[src/rtl/mem_port_arbiter.sv]
// Two-master arbiter for the unified memory port: round-robin on ties,
// bounded locked bursts, and a one-cycle registered read return.
module mem_port_arbiter #(
    parameter int ADDR_WIDTH = 32,
    parameter int DATA_WIDTH = 32,
    parameter int MAX_BURST  = 8
) (
    input  logic                    sys_clk,
    input  logic                    sys_rst,
    input  logic [1:0]              m_req,
    input  logic [1:0]              m_we,
    input  logic [1:0]              m_lock,
    input  logic [2*ADDR_WIDTH-1:0] m_addr,
    input  logic [2*DATA_WIDTH-1:0] m_wdata,
    output logic [1:0]              m_gnt,
    output logic [1:0]              m_rvalid,
    output logic [DATA_WIDTH-1:0]   m_rdata,
    output logic                    mem_wr_en,
    output logic [ADDR_WIDTH-1:0]   mem_addr,
    output logic [DATA_WIDTH-1:0]   mem_data_in,
    input  logic [DATA_WIDTH-1:0]   mem_data_out
);

    typedef enum logic [1:0] {IDLE, OWN0, OWN1} state_t;

    localparam logic [7:0] BURST_MAX = 8'(MAX_BURST);

    state_t                state_q, state_d;
    logic                  rr_last_q, rr_last_d;
    logic [7:0]            burst_q, burst_d;
    logic [1:0]            rvalid_q, rvalid_d;
    logic [DATA_WIDTH-1:0] rdata_q, rdata_d;
    logic [1:0]            gnt;
    logic [7:0]            burst_inc;

    assign burst_inc = (burst_q >= BURST_MAX) ? BURST_MAX : burst_q + 8'd1;

    // An owner keeps the port unless its cap is reached and the other master waits.
    always_comb begin
        gnt = 2'b00;
        if (!sys_rst) begin
            if (state_q == OWN0 && m_req[0]) begin
                gnt = (burst_q == BURST_MAX && m_req[1]) ? 2'b10 : 2'b01;
            end else if (state_q == OWN1 && m_req[1]) begin
                gnt = (burst_q == BURST_MAX && m_req[0]) ? 2'b01 : 2'b10;
            end else begin
                case (m_req)
                    2'b01:   gnt = 2'b01;
                    2'b10:   gnt = 2'b10;
                    2'b11:   gnt = rr_last_q ? 2'b01 : 2'b10;
                    default: gnt = 2'b00;
                endcase
            end
        end
    end

    always_comb begin
        mem_wr_en   = 1'b0;
        mem_addr    = '0;
        mem_data_in = '0;
        if (gnt[0]) begin
            mem_wr_en   = m_we[0];
            mem_addr    = m_addr[0 +: ADDR_WIDTH];
            mem_data_in = m_wdata[0 +: DATA_WIDTH];
        end else if (gnt[1]) begin
            mem_wr_en   = m_we[1];
            mem_addr    = m_addr[ADDR_WIDTH +: ADDR_WIDTH];
            mem_data_in = m_wdata[DATA_WIDTH +: DATA_WIDTH];
        end
    end

    always_comb begin
        state_d   = IDLE;
        burst_d   = 8'd0;
        rr_last_d = rr_last_q;
        if (gnt[0]) begin
            rr_last_d = 1'b0;
            if (m_lock[0]) begin
                state_d = OWN0;
                burst_d = (state_q == OWN0) ? burst_inc : 8'd1;
            end
        end else if (gnt[1]) begin
            rr_last_d = 1'b1;
            if (m_lock[1]) begin
                state_d = OWN1;
                burst_d = (state_q == OWN1) ? burst_inc : 8'd1;
            end
        end
        rvalid_d = gnt & ~m_we;
        rdata_d  = (|rvalid_d) ? mem_data_out : rdata_q;
    end

    always_ff @(posedge sys_clk) begin
        if (sys_rst) begin
            state_q   <= IDLE;
            rr_last_q <= 1'b1;
            burst_q   <= 8'd0;
            rvalid_q  <= 2'b00;
            rdata_q   <= '0;
        end else begin
            state_q   <= state_d;
            rr_last_q <= rr_last_d;
            burst_q   <= burst_d;
            rvalid_q  <= rvalid_d;
            rdata_q   <= rdata_d;
        end
    end

    assign m_gnt    = gnt;
    assign m_rvalid = rvalid_q;
    assign m_rdata  = rdata_q;

endmodule

[config.mk]
export PLATFORM = sky130hd
export DESIGN_NAME = mem_port_arbiter
export DESIGN_NICKNAME = d
export VERILOG_FILES = /design/src/rtl/mem_port_arbiter.sv
export SDC_FILE = /design/constraint.sdc
export NUM_CORES = 1
export LEC_CHECK = 0
export ABC_AREA = 1
export BUFFER_PORTS_ARGS = -buffer_cell sky130_fd_sc_hd__clkbuf_2
export CAP_MARGIN = 20
export CORE_AREA = 2 2 104 106
export DETAILED_ROUTE_END_ITERATION = 6
export DIE_AREA = 0 0 106 108
export GPL_TIMING_DRIVEN = 0
export PLACE_DENSITY = 0.65
export SLEW_MARGIN = 20
export SYNTH_ARGS = -nofsm -noshare
export SYNTH_HDL_FRONTEND = slang
export SYNTH_SLANG_ARGS = --single-unit
[constraint.sdc]
create_clock -name sys_clk -period 2 [get_ports sys_clk]
set_clock_uncertainty 0.05 [all_clocks]
set_input_delay 0.4 -clock sys_clk [delete_from_list [all_inputs] [get_ports sys_clk]]
set_output_delay 0.4 -clock sys_clk [all_outputs]
set_load 0.03 [all_outputs]
==> qor.tcl <==
set qor(leading_post_synthesis_cells_by_cell_area) {dfxtp_1 30%, nand2_1 29%, inv_1 5.7%}
set qor(port_buffers) 268
set qor(multi_input_comb_area_um2) 2620
set qor(grtUsageTotal_pct) 24.7
set qor(vias_in_the_first_global_route) 4472
set qor(final_net_count) 984
set qor(grt_pass1_wl_um) 22600
set qor(worst_ir_drop_vdd_v) 0.000637
set qor(criticalPathCategory) {reg2out}
set qor(top_usage_layer) {met2}
set qor(wl_um) 17000
set qor(total_power_uw) 3590
set qor(min_period_over_period_pct) 123
set qor(antenna_cells) 0
set qor(worstSetupEndpoint) {mem_addr[1]}
set qor(rsz0062_at_grt) {yes}
set qor(tritoncts) {yes}
set qor(power.density_cell_area_nw_per_um2) 516
set qor(yosysTopAreaCellShare_pct) 29.7
set qor(number_of_design_rule_violations_left_by_the_first_detailed_router_iteration) 270
set qor(fillCellCount) 781
set qor(slew_violations) 0
set qor(timing.rr.start) {burst_q[1]}
set qor(via_per_inst) 4.78
set qor(post-route-drc-count) 0
set qor(dr_total_vias) 4547
set qor(worst-path-max-fanout) 8
set qor(globalplace.congestion) 0.779
set qor(grt_antenna_before_repair) 0
set qor(coreArea_um2) 10200
set qor(post-synth-top-count-cell) {nand2_1}
set qor(syn2layout_area_growth_pct) 129
set qor(finish.utilization_pct) 68.0
set qor(cts_htree_levels) 2
set qor(path_cells) {inv_2, ha_4, nand3_2, nor2_4, nand2_2, nand3_4, nand3_4, inv_4, buf_12, buf_6, nand2_1, nand2_4, clkbuf_8}
set qor(status) {finished with violations}
set qor(initial_utilization_pct) 29.7
set qor(cp-startpoint) {burst_q[1]}
set qor(async_reset_ff_share_pct) 0
set qor(seq_area_um2) 905
set qor(clockBufferDepth) 2
set qor(synth_cells) 500
set qor(cts.reportedPaths.clkPinSlew_ns) 0.09
set qor(maximum_number_of_pins_on_one_net_before_global_route_repair) 16
set qor(fmax_ghz) 0.405
set qor(crit_top_cell) {nand3_4}
set qor(synth_enable_flop_cells) 0
set qor(crit_path_start_kind) {flip-flop}
set qor(hold_path_class) {in2reg}
set qor(avgSynthCellArea_um2) 6.07
set qor(min_period_ns) 2.47
set qor(crit_path_max_incr_delay_ns) 0.34
set qor(clk_latency_ns) 0.30
set qor(synth_top_area_cell) {dfxtp_1}
set qor(violations_in_the_final_reports) {negative setup slack}
set qor(yosysSeqAreaShare_pct) 29.7
set qor(io_pins) 269
set qor(cp_data_required_time_ns) 1.55
set qor(clock-root-buffer) {clkbuf_8}
set qor(r2r_slack_ns) 0.02
set qor(die_height_um) 108
set qor(dp_hpwl_um) 10000
set qor(grt_use_met3_pct) 8.02
set qor(max_cap_violations) 0
set qor(critical_path.slowest_cell) {dfxtp_2}
set qor(regToRegEndpoint) {m_rdata[27]}
set qor(clock_sink_count) 45
set qor(post_synth_num_cell_types) 25
set qor(ys.warnings.count) 0
set qor(final-hold-violation-count) 0
set qor(synth.ff_latch_count) 45
set qor(core.rowCount) 37
set qor(global_route.usage.met2_pct) 44.6
set qor(numCtsBuffers) 5
set qor(postSynth.topFlopCell) {dfxtp_1}
set qor(die_footprint_um2) 11400
set qor(met1_usage_pct) 26.3
set qor(ant_nets) 0
set qor(floorplan.die.width_um) 106
set qor(drive_above_1_share_pct) 66.0
set qor(netlist_top_cells_count) {233 x nand2_1, 46 x inv_1, 45 x dfxtp_1}
set qor(timing.critical_path.arrival_ns) 2.02
set qor(static-leakage-power_uw) 0.00389
set qor(setup_ws_ns) -0.469
set qor(final-setup-viol-count) 67
set qor(worst_reg_to_reg_path_cell_count) 15
set qor(grt-ovfl-total) 0
set qor(avgRoutedWirePerCell_um) 17.8
set qor(synth.cell_area_um2) 3040
set qor(drt_pass1_iterations) 6
set qor(worst_setup_end_kind) {output pin}
## layer usage
layer | wire length [um] | vias to the layer above
met2 | 8750 | 238
met1 | 5590 | 2096
met4 | 1010 | 0
li1 | - | 2145
met5 | 0 | -
met3 | 1600 | 68
## cell type report
class | instances | share of cell area (%)
Multi-Input combinational cell | 374 | 37.6
Timing Repair Buffer | 306 | 36.8
Sequential cell | 45 | 13.0
Buffer | 29 | 5.51
Inverter | 53 | 2.97
Tap cell | 136 | 2.45
Clock buffer | 5 | 0.990
Clock inverter | 3 | 0.630
## per-stage QoR
step	TNS, ns	cell area [um2]	worst slack (ns)	hold slack (ns)	std cells
after global placement	-21.14	4840	-0.447	0.476	907
after global routing	-36.78	6950	-0.611	0.253	951
after floorplan	-0.150	3330	-0.00751	0.436	503
after detailed placement	-23.85	4840	-0.490	0.483	907
after CTS	-30.12	6160	-0.500	0.248	935
final	-27.48	6950	-0.469	0.256	951
## cell usage in the layout (no fill, tap or decap), drive strengths merged, types with 33 or more instances in the layout
master	n
a21oi	33
buf	116
clkbuf	223
dfxtp	45
inv	53
nand2	234
nand3	45
nor2	44
## power breakdown
group	switching [uW]	total, uW	leakage [uW]	internal [uW]
clock	337	712	0.0000585	375
sequential	35.7	1000	0.000372	965
combinational	1040	1880	0.00346	840
total	1410	3590	0.00389	2180
## registers in the layout, summed over array words and instances, names as in the netlist
register and cells:
m_rvalid 2, rr_last_q 1, state_q 2, m_rdata 32, burst_q 8
## worst min path at each step
stage / startpoint / cells after the start / to / slack, ns
global placement: m_rdata[13] / 4 / m_rdata[13] / 0.48
detailed placement: m_rdata[21] / 4 / m_rdata[21] / 0.48
global route: sys_rst / 3 / rr_last_q / 0.25
floorplan: sys_rst / 2 / rr_last_q / 0.44
finish: sys_rst / 3 / rr_last_q / 0.26
CTS: sys_rst / 3 / rr_last_q / 0.25
## critical path: cells and delay by family (launching register included)
family / cells / cell delay (ns)
flops: 1 / 0.34
simple gates: 7 / 0.65
fa+ha+maj: 1 / 0.13
buf+inv: 5 / 0.59
## logic make-up (layout without fill, tap and decap cells)
family | after synthesis | in the layout | synth area share [%]
AO/OA/AOI/OAI | 42 | 42 | 8.41
adder cells (fa/ha/maj) | 2 | 2 | 0.824
other | 1 | 4 | 0.124
flip-flops | 45 | 45 | 29.7
buffers and inverters | 84 | 396 | 15.1
XOR/XNOR | 1 | 1 | 0.289
AND/OR/NAND/NOR | 325 | 325 | 45.6
## repair_timing
action / in CTS / in global routing
cloned: 8 / 9
hold buffers: 0 / 0
endpoints found under the setup margin: 67 / 89
pin swaps: 19 / 28
buffers inserted: 15 / 8
resized for setup: 246 / 188
Note: power is estimated with default switching activity, not from simulation.
